File: src/rtl/cpu_control_pkg.sv
// RV32I control types: opcodes, funct3 encodings, mux selects, ALU ops and FSM states.
// Also holds the per-state default control word so every state starts from the same baseline.
package cpu_control_pkg;

    typedef enum logic [6:0] {
        op_lui   = 7'b0110111,
        op_auipc = 7'b0010111,
        op_jal   = 7'b1101111,
        op_jalr  = 7'b1100111,
        op_br    = 7'b1100011,
        op_load  = 7'b0000011,
        op_store = 7'b0100011,
        op_imm   = 7'b0010011,
        op_reg   = 7'b0110011,
        op_csr   = 7'b1110011
    } rv32i_opcode;

    typedef enum logic [2:0] {
        beq  = 3'b000,
        bne  = 3'b001,
        blt  = 3'b100,
        bge  = 3'b101,
        bltu = 3'b110,
        bgeu = 3'b111
    } branch_funct3_t;

    typedef enum logic [2:0] {
        lb  = 3'b000,
        lh  = 3'b001,
        lw  = 3'b010,
        lbu = 3'b100,
        lhu = 3'b101
    } load_funct3_t;

    typedef enum logic [2:0] {
        sb = 3'b000,
        sh = 3'b001,
        sw = 3'b010
    } store_funct3_t;

    typedef enum logic [2:0] {
        add  = 3'b000,
        sll  = 3'b001,
        slt  = 3'b010,
        sltu = 3'b011,
        axor = 3'b100,
        sr   = 3'b101,
        aor  = 3'b110,
        aand = 3'b111
    } arith_funct3_t;

    // Encoding chosen so that funct3 of an arithmetic op casts directly to its ALU op.
    typedef enum logic [2:0] {
        alu_add = 3'b000,
        alu_sll = 3'b001,
        alu_sra = 3'b010,
        alu_sub = 3'b011,
        alu_xor = 3'b100,
        alu_srl = 3'b101,
        alu_or  = 3'b110,
        alu_and = 3'b111
    } alu_ops;

    typedef enum logic [1:0] {PCMUX_PC_PLUS4, PCMUX_ALU_OUT, PCMUX_ALU_MOD2} pcmux_sel_t;
    typedef enum logic {ALUMUX1_RS1_OUT, ALUMUX1_PC_OUT} alumux1_sel_t;
    typedef enum logic [2:0] {
        ALUMUX2_I_IMM, ALUMUX2_U_IMM, ALUMUX2_B_IMM, ALUMUX2_S_IMM, ALUMUX2_J_IMM, ALUMUX2_RS2_OUT
    } alumux2_sel_t;
    typedef enum logic [3:0] {
        RFMUX_ALU_OUT, RFMUX_BR_EN, RFMUX_U_IMM, RFMUX_LW, RFMUX_PC_PLUS4,
        RFMUX_LB, RFMUX_LBU, RFMUX_LH, RFMUX_LHU
    } regfilemux_sel_t;
    typedef enum logic {MARMUX_PC_OUT, MARMUX_ALU_OUT} marmux_sel_t;
    typedef enum logic {CMPMUX_RS2_OUT, CMPMUX_I_IMM} cmpmux_sel_t;

    typedef enum logic [3:0] {
        FETCH1, FETCH2, FETCH3, DECODE, IMM, REG, LUI, AUIPC,
        BR, JAL, JALR, CALC_ADDR, LD1, LD2, ST1, ST2
    } cpu_state_t;

    typedef struct packed {
        pcmux_sel_t      pcmux_sel;
        alumux1_sel_t    alumux1_sel;
        alumux2_sel_t    alumux2_sel;
        regfilemux_sel_t regfilemux_sel;
        marmux_sel_t     marmux_sel;
        cmpmux_sel_t     cmpmux_sel;
        logic            load_pc;
        logic            load_ir;
        logic            load_regfile;
        logic            load_mar;
        logic            load_mdr;
        logic            load_data_out;
        alu_ops          aluop;
        branch_funct3_t  cmpop;
        logic            mem_read;
        logic            mem_write;
    } ctrl_t;

    function automatic ctrl_t ctrl_defaults(input logic [2:0] funct3);
        ctrl_t c;
        c.pcmux_sel      = PCMUX_PC_PLUS4;
        c.alumux1_sel    = ALUMUX1_RS1_OUT;
        c.alumux2_sel    = ALUMUX2_I_IMM;
        c.regfilemux_sel = RFMUX_ALU_OUT;
        c.marmux_sel     = MARMUX_PC_OUT;
        c.cmpmux_sel     = CMPMUX_RS2_OUT;
        c.load_pc        = 1'b0;
        c.load_ir        = 1'b0;
        c.load_regfile   = 1'b0;
        c.load_mar       = 1'b0;
        c.load_mdr       = 1'b0;
        c.load_data_out  = 1'b0;
        c.aluop          = alu_ops'(funct3);
        c.cmpop          = branch_funct3_t'(funct3);
        c.mem_read       = 1'b0;
        c.mem_write      = 1'b0;
        return c;
    endfunction

endpackage

File: src/rtl/cpu_control_if.sv
// Control <-> datapath/memory bundle: IR fields and status in, selects/loads/strobes out.
// master = control FSM side, slave = datapath and memory side.
interface cpu_control_if import cpu_control_pkg::*; ();
    rv32i_opcode     opcode;
    logic [2:0]      funct3;
    logic [6:0]      funct7;
    logic            br_en;
    logic [4:0]      rs1;
    logic [4:0]      rs2;
    logic [1:0]      mar_byte_request;
    logic            mem_resp;

    pcmux_sel_t      pcmux_sel;
    alumux1_sel_t    alumux1_sel;
    alumux2_sel_t    alumux2_sel;
    regfilemux_sel_t regfilemux_sel;
    marmux_sel_t     marmux_sel;
    cmpmux_sel_t     cmpmux_sel;
    logic            load_pc;
    logic            load_ir;
    logic            load_regfile;
    logic            load_mar;
    logic            load_mdr;
    logic            load_data_out;
    alu_ops          aluop;
    branch_funct3_t  cmpop;
    logic            mem_read;
    logic            mem_write;
    logic [3:0]      mem_byte_enable;

    modport master (
        input  opcode, funct3, funct7, br_en, rs1, rs2, mar_byte_request, mem_resp,
        output pcmux_sel, alumux1_sel, alumux2_sel, regfilemux_sel, marmux_sel, cmpmux_sel,
        output load_pc, load_ir, load_regfile, load_mar, load_mdr, load_data_out,
        output aluop, cmpop, mem_read, mem_write, mem_byte_enable
    );

    modport slave (
        output opcode, funct3, funct7, br_en, rs1, rs2, mar_byte_request, mem_resp,
        input  pcmux_sel, alumux1_sel, alumux2_sel, regfilemux_sel, marmux_sel, cmpmux_sel,
        input  load_pc, load_ir, load_regfile, load_mar, load_mdr, load_data_out,
        input  aluop, cmpop, mem_read, mem_write, mem_byte_enable
    );
endinterface

File: src/rtl/cpu_control_mem_be_gen.sv
// Store lane mask from funct3 and the byte offset of the access; purely combinational.
// Misaligned halfword/word offsets are not corrected: sh uses only offset[1], sw is always all lanes.
module mem_be_gen import cpu_control_pkg::*; (
    input  logic [2:0] funct3,
    input  logic [1:0] mar_byte_request,
    output logic [3:0] mem_byte_enable
);

    always_comb begin
        mem_byte_enable = 4'hF;
        case (store_funct3_t'(funct3))
            sb:      mem_byte_enable = 4'h1 << mar_byte_request;
            sh:      mem_byte_enable = 4'h3 << {mar_byte_request[1], 1'b0};
            default: mem_byte_enable = 4'hF;
        endcase
    end

endmodule

File: src/rtl/cpu_control.sv
// Multicycle RV32I control FSM; outputs are combinational from state and IR fields.
// ALU/LUI/branch/jump take 5 cycles, loads and stores 7, plus one per cycle mem_resp is withheld.
module cpu_control import cpu_control_pkg::*; (
    input  logic          clk,
    input  logic          rst,
    cpu_control_if.master ctl
);

    cpu_state_t state_q;
    cpu_state_t state_d;
    ctrl_t      ctrl_c;
    logic [3:0] st_be;

    mem_be_gen u_be_gen (
        .funct3           (ctl.funct3),
        .mar_byte_request (ctl.mar_byte_request),
        .mem_byte_enable  (st_be)
    );

    always_ff @(posedge clk) begin
        if (rst) begin
            state_q <= FETCH1;
        end else begin
            state_q <= state_d;
        end
    end

    always_comb begin
        state_d = state_q;
        case (state_q)
            FETCH1:    state_d = FETCH2;
            FETCH2:    if (ctl.mem_resp) state_d = FETCH3;
            FETCH3:    state_d = DECODE;
            DECODE: begin
                case (ctl.opcode)
                    op_imm:   state_d = IMM;
                    op_reg:   state_d = REG;
                    op_lui:   state_d = LUI;
                    op_auipc: state_d = AUIPC;
                    op_br:    state_d = BR;
                    op_jal:   state_d = JAL;
                    op_jalr:  state_d = JALR;
                    op_load,
                    op_store: state_d = CALC_ADDR;
                    default:  state_d = FETCH1;
                endcase
            end
            CALC_ADDR: state_d = (ctl.opcode == op_store) ? ST1 : LD1;
            LD1:       if (ctl.mem_resp) state_d = LD2;
            ST1:       if (ctl.mem_resp) state_d = ST2;
            default:   state_d = FETCH1;
        endcase
    end

    always_comb begin
        ctrl_c = ctrl_defaults(ctl.funct3);
        case (state_q)
            FETCH1: ctrl_c.load_mar = 1'b1;
            FETCH2: begin
                ctrl_c.mem_read = 1'b1;
                ctrl_c.load_mdr = 1'b1;
            end
            FETCH3: ctrl_c.load_ir = 1'b1;
            DECODE: begin
                case (ctl.opcode)
                    op_imm, op_reg, op_lui, op_auipc, op_br,
                    op_jal, op_jalr, op_load, op_store: ctrl_c.load_pc = 1'b0;
                    default:                            ctrl_c.load_pc = 1'b1;
                endcase
            end
            IMM: begin
                ctrl_c.load_pc      = 1'b1;
                ctrl_c.load_regfile = 1'b1;
                case (arith_funct3_t'(ctl.funct3))
                    slt: begin
                        ctrl_c.cmpmux_sel     = CMPMUX_I_IMM;
                        ctrl_c.cmpop          = blt;
                        ctrl_c.regfilemux_sel = RFMUX_BR_EN;
                    end
                    sltu: begin
                        ctrl_c.cmpmux_sel     = CMPMUX_I_IMM;
                        ctrl_c.cmpop          = bltu;
                        ctrl_c.regfilemux_sel = RFMUX_BR_EN;
                    end
                    sr:      ctrl_c.aluop = ctl.funct7[5] ? alu_sra : alu_srl;
                    default: ctrl_c.aluop = alu_ops'(ctl.funct3);
                endcase
            end
            REG: begin
                ctrl_c.load_pc      = 1'b1;
                ctrl_c.load_regfile = 1'b1;
                ctrl_c.alumux2_sel  = ALUMUX2_RS2_OUT;
                case (arith_funct3_t'(ctl.funct3))
                    add: ctrl_c.aluop = ctl.funct7[5] ? alu_sub : alu_add;
                    sr:  ctrl_c.aluop = ctl.funct7[5] ? alu_sra : alu_srl;
                    slt: begin
                        ctrl_c.cmpop          = blt;
                        ctrl_c.cmpmux_sel     = CMPMUX_RS2_OUT;
                        ctrl_c.regfilemux_sel = RFMUX_BR_EN;
                    end
                    sltu: begin
                        ctrl_c.cmpop          = bltu;
                        ctrl_c.cmpmux_sel     = CMPMUX_RS2_OUT;
                        ctrl_c.regfilemux_sel = RFMUX_BR_EN;
                    end
                    default: ctrl_c.aluop = alu_ops'(ctl.funct3);
                endcase
            end
            LUI: begin
                ctrl_c.load_pc        = 1'b1;
                ctrl_c.load_regfile   = 1'b1;
                ctrl_c.regfilemux_sel = RFMUX_U_IMM;
            end
            AUIPC: begin
                ctrl_c.load_pc      = 1'b1;
                ctrl_c.load_regfile = 1'b1;
                ctrl_c.alumux1_sel  = ALUMUX1_PC_OUT;
                ctrl_c.alumux2_sel  = ALUMUX2_U_IMM;
                ctrl_c.aluop        = alu_add;
            end
            BR: begin
                ctrl_c.load_pc     = 1'b1;
                ctrl_c.alumux1_sel = ALUMUX1_PC_OUT;
                ctrl_c.alumux2_sel = ALUMUX2_B_IMM;
                ctrl_c.aluop       = alu_add;
                ctrl_c.pcmux_sel   = ctl.br_en ? PCMUX_ALU_OUT : PCMUX_PC_PLUS4;
            end
            JAL, JALR: begin
                // rd takes PC+4 from the still-unloaded PC, so rd==rs1 on JALR is safe.
                ctrl_c.load_pc        = 1'b1;
                ctrl_c.load_regfile   = 1'b1;
                ctrl_c.regfilemux_sel = RFMUX_PC_PLUS4;
                ctrl_c.aluop          = alu_add;
                ctrl_c.pcmux_sel      = PCMUX_ALU_MOD2;
                ctrl_c.alumux1_sel    = (state_q == JAL) ? ALUMUX1_PC_OUT : ALUMUX1_RS1_OUT;
                ctrl_c.alumux2_sel    = (state_q == JAL) ? ALUMUX2_J_IMM : ALUMUX2_I_IMM;
            end
            CALC_ADDR: begin
                ctrl_c.aluop      = alu_add;
                ctrl_c.marmux_sel = MARMUX_ALU_OUT;
                ctrl_c.load_mar   = 1'b1;
                if (ctl.opcode == op_store) begin
                    ctrl_c.alumux2_sel   = ALUMUX2_S_IMM;
                    ctrl_c.load_data_out = 1'b1;
                end
            end
            LD1: begin
                ctrl_c.mem_read = 1'b1;
                ctrl_c.load_mdr = 1'b1;
            end
            LD2: begin
                ctrl_c.load_pc      = 1'b1;
                ctrl_c.load_regfile = 1'b1;
                case (load_funct3_t'(ctl.funct3))
                    lb:      ctrl_c.regfilemux_sel = RFMUX_LB;
                    lh:      ctrl_c.regfilemux_sel = RFMUX_LH;
                    lbu:     ctrl_c.regfilemux_sel = RFMUX_LBU;
                    lhu:     ctrl_c.regfilemux_sel = RFMUX_LHU;
                    default: ctrl_c.regfilemux_sel = RFMUX_LW;
                endcase
            end
            ST1:     ctrl_c.mem_write = 1'b1;
            ST2:     ctrl_c.load_pc   = 1'b1;
            default: ctrl_c.load_pc   = 1'b0;
        endcase
    end

    assign ctl.pcmux_sel       = ctrl_c.pcmux_sel;
    assign ctl.alumux1_sel     = ctrl_c.alumux1_sel;
    assign ctl.alumux2_sel     = ctrl_c.alumux2_sel;
    assign ctl.regfilemux_sel  = ctrl_c.regfilemux_sel;
    assign ctl.marmux_sel      = ctrl_c.marmux_sel;
    assign ctl.cmpmux_sel      = ctrl_c.cmpmux_sel;
    assign ctl.load_pc         = ctrl_c.load_pc;
    assign ctl.load_ir         = ctrl_c.load_ir;
    assign ctl.load_regfile    = ctrl_c.load_regfile;
    assign ctl.load_mar        = ctrl_c.load_mar;
    assign ctl.load_mdr        = ctrl_c.load_mdr;
    assign ctl.load_data_out   = ctrl_c.load_data_out;
    assign ctl.aluop           = ctrl_c.aluop;
    assign ctl.cmpop           = ctrl_c.cmpop;
    assign ctl.mem_read        = ctrl_c.mem_read;
    assign ctl.mem_write       = ctrl_c.mem_write;
    assign ctl.mem_byte_enable = (state_q == ST1) ? st_be : 4'hF;

endmodule

File: src/flat_wrapper.sv
// flat-port wrapper written by rule: the top's interface ports become plain ports
module cpu_control_flat import cpu_control_pkg::*;
  (clk, rst, ctl_opcode, ctl_funct3, ctl_funct7, ctl_br_en, ctl_rs1, ctl_rs2, ctl_mar_byte_request, ctl_mem_resp, ctl_pcmux_sel, ctl_alumux1_sel, ctl_alumux2_sel, ctl_regfilemux_sel, ctl_marmux_sel, ctl_cmpmux_sel, ctl_load_pc, ctl_load_ir, ctl_load_regfile, ctl_load_mar, ctl_load_mdr, ctl_load_data_out, ctl_aluop, ctl_cmpop, ctl_mem_read, ctl_mem_write, ctl_mem_byte_enable);
  cpu_control_if ctl_i ();
  input  logic clk;
  input  logic rst;
  input wire logic [$bits(ctl_i.opcode)-1:0] ctl_opcode;
  input wire logic [$bits(ctl_i.funct3)-1:0] ctl_funct3;
  input wire logic [$bits(ctl_i.funct7)-1:0] ctl_funct7;
  input wire logic [$bits(ctl_i.br_en)-1:0] ctl_br_en;
  input wire logic [$bits(ctl_i.rs1)-1:0] ctl_rs1;
  input wire logic [$bits(ctl_i.rs2)-1:0] ctl_rs2;
  input wire logic [$bits(ctl_i.mar_byte_request)-1:0] ctl_mar_byte_request;
  input wire logic [$bits(ctl_i.mem_resp)-1:0] ctl_mem_resp;
  output wire logic [$bits(ctl_i.pcmux_sel)-1:0] ctl_pcmux_sel;
  output wire logic [$bits(ctl_i.alumux1_sel)-1:0] ctl_alumux1_sel;
  output wire logic [$bits(ctl_i.alumux2_sel)-1:0] ctl_alumux2_sel;
  output wire logic [$bits(ctl_i.regfilemux_sel)-1:0] ctl_regfilemux_sel;
  output wire logic [$bits(ctl_i.marmux_sel)-1:0] ctl_marmux_sel;
  output wire logic [$bits(ctl_i.cmpmux_sel)-1:0] ctl_cmpmux_sel;
  output wire logic [$bits(ctl_i.load_pc)-1:0] ctl_load_pc;
  output wire logic [$bits(ctl_i.load_ir)-1:0] ctl_load_ir;
  output wire logic [$bits(ctl_i.load_regfile)-1:0] ctl_load_regfile;
  output wire logic [$bits(ctl_i.load_mar)-1:0] ctl_load_mar;
  output wire logic [$bits(ctl_i.load_mdr)-1:0] ctl_load_mdr;
  output wire logic [$bits(ctl_i.load_data_out)-1:0] ctl_load_data_out;
  output wire logic [$bits(ctl_i.aluop)-1:0] ctl_aluop;
  output wire logic [$bits(ctl_i.cmpop)-1:0] ctl_cmpop;
  output wire logic [$bits(ctl_i.mem_read)-1:0] ctl_mem_read;
  output wire logic [$bits(ctl_i.mem_write)-1:0] ctl_mem_write;
  output wire logic [$bits(ctl_i.mem_byte_enable)-1:0] ctl_mem_byte_enable;
  assign ctl_i.opcode = ctl_opcode;
  assign ctl_i.funct3 = ctl_funct3;
  assign ctl_i.funct7 = ctl_funct7;
  assign ctl_i.br_en = ctl_br_en;
  assign ctl_i.rs1 = ctl_rs1;
  assign ctl_i.rs2 = ctl_rs2;
  assign ctl_i.mar_byte_request = ctl_mar_byte_request;
  assign ctl_i.mem_resp = ctl_mem_resp;
  assign ctl_pcmux_sel = ctl_i.pcmux_sel;
  assign ctl_alumux1_sel = ctl_i.alumux1_sel;
  assign ctl_alumux2_sel = ctl_i.alumux2_sel;
  assign ctl_regfilemux_sel = ctl_i.regfilemux_sel;
  assign ctl_marmux_sel = ctl_i.marmux_sel;
  assign ctl_cmpmux_sel = ctl_i.cmpmux_sel;
  assign ctl_load_pc = ctl_i.load_pc;
  assign ctl_load_ir = ctl_i.load_ir;
  assign ctl_load_regfile = ctl_i.load_regfile;
  assign ctl_load_mar = ctl_i.load_mar;
  assign ctl_load_mdr = ctl_i.load_mdr;
  assign ctl_load_data_out = ctl_i.load_data_out;
  assign ctl_aluop = ctl_i.aluop;
  assign ctl_cmpop = ctl_i.cmpop;
  assign ctl_mem_read = ctl_i.mem_read;
  assign ctl_mem_write = ctl_i.mem_write;
  assign ctl_mem_byte_enable = ctl_i.mem_byte_enable;
  cpu_control u_core (.clk(clk), .rst(rst), .ctl(ctl_i));
endmodule
File: config.mk
export PLATFORM = sky130hd
export DESIGN_NAME = cpu_control_flat
export DESIGN_NICKNAME = d
export VERILOG_FILES = /design/src/rtl/cpu_control_pkg.sv /design/src/rtl/cpu_control_if.sv /design/src/rtl/cpu_control_mem_be_gen.sv /design/src/rtl/cpu_control.sv /design/src/flat_wrapper.sv
export SDC_FILE = /design/constraint.sdc
export NUM_CORES = 1
export LEC_CHECK = 0
export ABC_AREA = 1
export CORE_MARGIN = 2
export CORE_UTILIZATION = 50
export DETAILED_ROUTE_END_ITERATION = 12
export DONT_BUFFER_PORTS = 1
export PLACE_DENSITY = 0.74
export SYNTH_ARGS = -nofsm -noshare
export SYNTH_HDL_FRONTEND = slang
export SYNTH_SLANG_ARGS = --single-unit
File: constraint.sdc
create_clock -name clk -period 2.4 [get_ports clk]
set_input_delay 0.48 -clock clk [delete_from_list [all_inputs] [get_ports clk]]
set_output_delay 0.48 -clock clk [all_outputs]
set_load 0.1 [all_outputs]
Yosys cells after proc, flatten, opt, wreduce, memory -nomap -nowiden

Index checks and enable logic that the tools add are counted.

Flip-flop bits (word level): 4

Eq/ne operators: 32
Shifts and indexed selects: 2
Mux-type cells: 37
Reductions and logical operators: 14

Operator list:

| kind                                           | number |
|---|---|
| == test 4 bit (second input constant)          | 8 |
| case mux 4 bit (4 select lines)                | 2 |
| case mux 4 bit (8 select lines)                | 1 |
| case mux 4 bit (7 select lines)                | 1 |
| == test 7 x 6 -> 1 bit (second input constant) | 3 |
| == test 7 bit (second input constant)          | 3 |
| OR reduction 9 bit                             | 2 |
| == test 4 x 3 -> 1 bit (second input constant) | 4 |
| two-way mux 4 bit                              | 4 |
| case mux 3 bit (5 select lines)                | 1 |
| == test 7 x 5 -> 1 bit (second input constant) | 2 |
| two-way mux 1 bit                              | 14 |
| OR reduction 2 bit                             | 7 |
| two-way mux 3 bit                              | 4 |
| case mux 3 bit (2 select lines)                | 2 |
| case mux 3 bit (3 select lines)                | 1 |
| == test 4 x 2 -> 1 bit (second input constant) | 2 |
| case mux 4 bit (2 select lines)                | 1 |
| == test 7 x 2 -> 1 bit (second input constant) | 1 |
| OR reduction 7 bit                             | 1 |
| == test 3 x 2 -> 1 bit (second input constant) | 2 |
| == test 3 bit (second input constant)          | 2 |
| two-way mux 2 bit                              | 3 |
| != test 2 bit (second input constant)          | 3 |
| 10 further kinds                               | 11 |

Longest topological paths before layout

Gate-level depths: netlist of run 1.

Depth after elaboration: 4
Gate-level depth with buffers: 10
Mapped depth without buffers: 10

By module

From an unflattened synthesis of run 1, not the netlist that was laid out.

Cell total of the unflattened synthesis: 179
Area total of the unflattened synthesis: 874.6 µm²

By module, submodules not included:

| module      | instances | cells an instance | area an instance (µm²) | seq. area each (µm²) |
|---|---|---|---|---|
| cpu_control | 1         | 159               | 777.0                  | 80.1 |
| mem_be_gen  | 1         | 20                | 97.6                   | 0.0 |

Worst setup path before layout of run 1

OpenSTA, ideal clock, no wires.

Path kind: register to output
Start point: register u_core.state_q[3]
End point: output port ctl_mem_read
Arrival time: 3385 ps
Required time: 1920 ps
Setup slack: -1465 ps
Stages on the path, launching flop included: 4
Buffers on the path: 1
Cell sequence: dfxtp_1 -> nand2_1 -> o21ai_0 -> buf_4

Longest elaborated chain between the ends: 3
Elaborated cells between the ends (all ways): 4
Classes of those cells: eq/ne: 2; mux: 1; reduce/logical: 1

Ends and longest elaborated chain:

| element                                                 | line               | RTL |
|---|---|---|
| from (decl)                                             | cpu_control.sv:9   | `cpu_state_t state_q;` |
| from (signal assigned)                                  | cpu_control.sv:24  | `state_q <= state_d;` |
| == test 4 x 1 -> 1 bit or == test 4 bit (tied branches) | --                 |  |
| OR reduction 2 bit (no line) (*)                        | --                 |  |
| two-way mux 1 bit (*)                                   | --                 |  |
| to (decl)                                               | flat_wrapper.sv:29 | `output wire logic [$bits(ctl_i.mem_read)-1:0] ctl_mem_read;` |

Every way passes the cells marked *; elsewhere a longest branch is shown, timed or not.

Final worst setup path of run 1

Start point: register u_core.state_q[1]
End point: output port ctl_mem_byte_enable[3]

Longest elaborated chain between the ends: 2

Ends and longest elaborated chain:

| element           | line               | RTL |
|---|---|---|
| == test 4 bit     | cpu_control.sv:184 | `assign ctl.mem_byte_enable = (state_q == ST1) ? st_be : 4'hF;` |
| two-way mux 4 bit | cpu_control.sv:184 |  |
| to (decl)         | flat_wrapper.sv:31 | `output wire logic [$bits(ctl_i.mem_byte_enable)-1:0] ctl_mem_byte_enable;` |

No other way between the ends.

==> results of run 1 <==
==> power breakdown <==
group          internal (mW)  switching (mW)
logic                 0.0555           0.188
registers             0.0709          0.0103
clock network         0.0559          0.0280
total                  0.182           0.226
==> cells by family (layout without fill, tap and decap cells) <==
kind of cell    count (synthesis)  in the layout  share of synthesized area
flops                           4              4                    0.09742
buf+inv                        33             64                     0.1552
compound gates                 30             30                     0.2039
simple gates                   97             97                     0.5434
==> cells in the final DEF (no fill, tap or decap), drive strengths merged, types with 2 or more instances in the layout <==
| cell | synthesis | layout |
|---|---|---|
| o31ai | 2 | 2 |
| clkbuf | 0 | 4 |
| o21ai | 12 | 12 |
| inv | 32 | 32 |
| buf | 1 | 28 |
| nor2 | 39 | 39 |
| dfxtp | 4 | 4 |
| nand3 | 9 | 9 |
| nand2 | 46 | 46 |
| a21oi | 10 | 10 |
| o22ai | 4 | 4 |
==> stage by stage <==
step           setup WS, ns  hold WS (ns)  total power, mW    util
5_1_grt             0.02503        0.2784           0.4305  0.8259
3_3_place_gp         0.2740        0.5397           0.3182  0.8103
3_5_place_dp         0.2446        0.5438           0.3237  0.8103
6_report             0.1582        0.2884           0.4087  0.8259
4_1_cts             0.05874        0.2859           0.4120  0.8251
2_1_floorplan       -0.3501        0.5394           0.2743       -
==> final cells by class <==
| class | instances | area share |
|---|---|---|
| clock buffer | 3 | 0.01789 |
| timing repair buffer | 29 | 0.2167 |
| sequential | 4 | 0.07157 |
| inverter | 32 | 0.09543 |
| tap | 16 | 0.01590 |
| multi-input combinational | 127 | 0.5825 |
==> synthesized netlist by cell type, types with 2 or more instances <==
library cell	count	share of area
a21oi_1	9	0.055
dfxtp_1	4	0.097
inv_1	20	0.091
inv_2	12	0.055
nand2_1	43	0.20
nand2_4	2	0.027
nand3_1	9	0.055
nor2_1	33	0.15
nor2_2	3	0.023
nor2_4	2	0.027
o21ai_0	5	0.030
o21ai_1	7	0.043
o22ai_1	4	0.030
o31ai_1	2	0.018
==> critical path, cell delays in order (launching register included) <==
cell and delay, ns:
dfxtp_2 0.42, inv_1 0.06, nor2_1 0.15, inv_2 0.09, nor2_4 0.11, nand3_1 0.12
a21oi_2 0.26, o21ai_4 0.08, buf_4 0.24
==> repair_timing <==
item | 4_1_cts | 5_1_grt
endpoints found under the hold margin | 0 | 0
gates resized for setup | 0 | 1
endpoints found under the setup margin | 0 | 3
==> worst paths after layout <==
kind                                       start                        endpoint  slack [ns]  cells after the start
setup reg to reg  u_core.state_q[1]$_SDFFE_PP0P_  u_core.state_q[1]$_SDFFE_PP0P_        0.84                      9
setup / recovery  u_core.state_q[1]$_SDFFE_PP0P_          ctl_mem_byte_enable[3]        0.16                      8
hold / removal                               rst  u_core.state_q[1]$_SDFFE_PP0P_        0.29                      1
hold reg to reg   u_core.state_q[2]$_SDFFE_PP0P_  u_core.state_q[3]$_SDFFE_PP0P_        0.68                      4
==> layer usage <==
layer,track usage,wire [um],vias to the layer above
met4,0.09697,0,0
li1,-,-,583
met3,0.03673,180,0
met2,0.4435,1188,53
met1,0.3528,1097,511
met5,0,0,-
==> reports/summary.txt, run 1 <==
Congestion Overflow GR: 0
Core Area: 1524 um^2
Total GRT Usage: 0.2689
Clock Latency Late Sink: 0.24 ns
Max-cap viol count: 0
Initial antenna violation count: 0
Post-Layout Cell Count: 211
Post-synth EDFFs: 0
Vias per cell: 5.436
Fmax: 446.1 MHz
Clock tree sinks: 4
Critical Path AT: 1.76 ns
Clock slew at reported path FFs: 0.04 ns
Setup TNS: 0 ns
Setup crit start kind: flip-flop
Drt pass-1 iters: 4
Reg area: 90.09 um^2
TritonCTS clock tree: done
Register area share after synthesis: 0.09741
Multi-input gate area: 733.2 um^2
Proportion of layout cells with a drive suffix above 1: 0.4205
Die height: 44.55 um
Area growth, synth to finish: 53.12%
Syn Inst Count: 164
Synth async-reset ratio: 0
Initial Utilization: 0.5394
Largest net degree at the start of global routing: 8
H-tree depth: 1
Prevailing post-synth register cell: dfxtp_1
Clock buffer count from CTS: 3
Chip width: 44.55 um
Largest regs: u_core.state_q: 4 flops
HP Class: input port to flip-flop
Drt wl/cell: 11.69 um
Min cycle time layout: 2.242 ns
Skew final: 0.009698 ns
Fin crit share: 0.9341
# nets final: 230
DP Cell Count: 208
I/O pin cnt: 63
CP endpoint kind: primary output
Hpwl dp: 2089 um
Vias: 1147
Worst-case clock buffer depth: 2
Placed Area: 1235 um^2
Post-synthesis register bit count: 4
Worst Path Required: 1.92 ns
First-pass GRT wire length: 4043 um
Status: complete, no violations
Design Area, Final: 1259 um^2
# fillers: 122
Die Area: 1984 um^2
WL final: 2467 um
Post-CTS setup buffer count: 0
DR DRC count: 0
P per Cell Area: 324.7 nW/um^2
Final ANT Viol Nets: 0
PortBufs: 0
Kind of critical path: flip-flop to primary output
Mapped Area: 822.0 um^2
Max-Slew Margin vs Limit: 0.7980
Hold-fix buffers, CTS: 0
Syn_area_per_cell: 5.012 um^2
Yosys Warn Count: 0
RSZ-0062 raised after global routing: no
Vias in the first global route: 1015
# setup viols final: 0
Yosys cell types: 23
Leak pwr: 0.6434 nW
Worst Tran Pin Value: 0.3021 ns
Hold Vio Cnt, Final: 0
Critical Path Fanout Max: 6
Max reg flops: 4
Gp weighted congestion: 0.8646
Worst VDD drop: 0.3439 mV
Largest Register: u_core.state_q
Net Count, Synth: 197
Core Rows: 14
Final-report max-slew violation count: 0
Iter 0 DRT Violations: 25
Antenna diode count: 0
CTS root buf: clkbuf_4
Power figures use the tool's default switching activity.
==> run 2, diff against run 1 <==
- CAP_MARGIN: unset -> 25
==> results of run 2 <==
Final layout, timing and power as in run 1 (identical DEF).
==> run 3, diff against run 2 <==
- CORE_ASPECT_RATIO: unset -> 2
- CORE_UTILIZATION: 50 -> 25
- PLACE_DENSITY: 0.74 -> 0.41
==> run 3 against run 2 <==
  * Sequential share of layout area down 0.47 points
  * Worst hold slack better by 0.029 ns
  * Core utilization down 40 points
==> reports/summary.txt, run 3 (same netlist as run 1, synthesis figures left out) <==
Initial Utilization: 0.2604
Most frequent cells in the layout: nand2_1, nor2_1, buf_4
Initial antenna violation count: 0
DP Cell Count: 223
Worst Path Required: 1.92 ns
Multi-input gate area: 733.2 um^2
RSZ-0062 raised after global routing: no
Setup crit start kind: flip-flop
Fmax: 450.9 MHz
Max reg flops: 4
Vias in the first global route: 1213
HP Class: input port to flip-flop
H-tree depth: 1
# setup viols final: 0
Fin crit share: 0.9240
Final-report max-slew violation count: 0
Final ANT Viol Nets: 0
Largest regs: u_core.state_q: 4 flops
Worst-case clock buffer depth: 2
Max-cap viol count: 0
Pwr Total: 0.4673 mW
Cts repair resizes: 0
CP endpoint kind: primary output
Congestion Overflow GR: 0
Proportion of layout cells with a drive suffix above 1: 0.4205
End point of the critical path: ctl_mem_byte_enable[0]
Antenna diode count: 0
Skew final: 0.0003557 ns
Largest delay share family, worst path: flip-flops
Core Rows: 29
CP cell instances: inv_1 -> nor2_1 -> inv_2 -> nor2_4 -> nand3_1 -> a21oi_2 -> o31ai_4 -> buf_4
Worst path slowest cell: dfxtp_2
Leak pwr: 0.6638 nW
Worst path bufs/invs: 3
Vias per cell: 4.978
Vias: 1125
Hold-fix buffers, CTS: 0
Status: complete, no violations
Critical Path Fanout Max: 6
Max-Slew Margin vs Limit: 0.7819
Drt wl/cell: 12.93 um
Total GRT Usage: 0.1628
Commonest non-fill, non-tap cell in the layout: nand2_1
Critical Path AT: 1.74 ns
# fillers: 341
DR DRC count: 0
Iter 0 DRT Violations: 35
Largest Register: u_core.state_q
Clock Latency Late Sink: 0.21 ns
Reg2reg start: u_core.state_q[1]$_SDFFE_PP0P_
Hold Vio Cnt, Final: 0
Post-CTS setup buffer count: 0
TritonCTS clock tree: done
Kind of critical path: flip-flop to primary output
Reg area: 90.09 um^2
R2r setup slk: 0.95 ns
P per Cell Area: 347.1 nW/um^2
Clock buffer count from CTS: 3
Post-Layout Cell Count: 226
# nets final: 230
PortBufs: 0
Crit path from: u_core.state_q[1]$_SDFFE_PP0P_
First-pass GRT wire length: 4816 um
Hpwl dp: 2582 um
Die Area: 3791 um^2
Final core occ: 0.4265
Clock tree sinks: 4
Core Area: 3157 um^2
Critical path depth: 8
I/O pin cnt: 63
Min cycle time layout: 2.218 ns
Chip width: 44.55 um
WL final: 2922 um
Gp weighted congestion: 0.8024
Worst VDD drop: 0.1710 mV
Worst reg2reg path depth: 7
CP max stage delay: 0.43 ns
Worst Tran Pin Value: 0.3262 ns
Largest net degree at the start of global routing: 8
Clock slew at reported path FFs: 0.03 ns
Area growth, synth to finish: 63.77%
Critical R2R Capture: u_core.state_q[1]$_SDFFE_PP0P_
Die height: 85.10 um
Drt pass-1 iters: 4
CTS root buf: clkbuf_8
[run 3: cell counts in the layout (fill, tap and decap cells not counted)]
Identical to the previous run, type by type.
[run 3: layout make-up]
class	count	area share
sequential	4	0.06691
tap	31	0.02881
clock buffer	3	0.03067
timing repair buffer	29	0.2398
multi-input combinational	127	0.5446
inverter	32	0.08922
[run 3: power by group]
group | internal [mW] | switching [mW] | leakage [nW] | total (mW)
combinational | 0.0579 | 0.188 | 0.607 | 0.246
clock | 0.107 | 0.0323 | 0.0216 | 0.139
sequential | 0.0711 | 0.0115 | 0.0349 | 0.0826
total | 0.236 | 0.232 | 0.664 | 0.467
[run 3: worst reg2reg max path, cell delays in order, from the launching register on]
cell     delay [ns]
dfxtp_2        0.43
inv_1          0.06
nor2_1         0.14
inv_2          0.09
nor2_4         0.11
buf_4          0.30
nand2_1        0.11
a21oi_2        0.13
[run 3: worst min path at each step]
stage / start / to / slack (ns) / cells after the start
detailed placement: rst / u_core.state_q[0]$_SDFFE_PP0P_ / 0.54 / 1
finish: rst / u_core.state_q[1]$_SDFFE_PP0P_ / 0.32 / 1
CTS: rst / u_core.state_q[0]$_SDFFE_PP0P_ / 0.32 / 1
global placement: rst / u_core.state_q[0]$_SDFFE_PP0P_ / 0.54 / 1
floorplan: rst / u_core.state_q[0]$_SDFFE_PP0P_ / 0.54 / 1
global route: rst / u_core.state_q[1]$_SDFFE_PP0P_ / 0.32 / 1
[run 3: routing by layer]
layer / global-route usage / share of wire / up-vias
met2: 0.3557 / 0.64 / 34
met1: 0.1340 / 0.30 / 513
met4: 0.04959 / 0.0082 / 0
met5: 0 / 0 / -
met3: 0.008511 / 0.046 / 2
li1: - / - / 576
[run 3: metrics by stage]
step	setup slack, ns	setup TNS, ns	instance area, um^2	hold slack [ns]
2_1_floorplan	-0.3501	-1.011	918.4	0.5394
3_3_place_gp	0.2762	0	1304	0.5402
4_1_cts	0.03673	0	1345	0.3213
3_5_place_dp	0.2572	0	1304	0.5427
6_report	0.1824	0	1346	0.3173
5_1_grt	0.06039	0	1346	0.3174
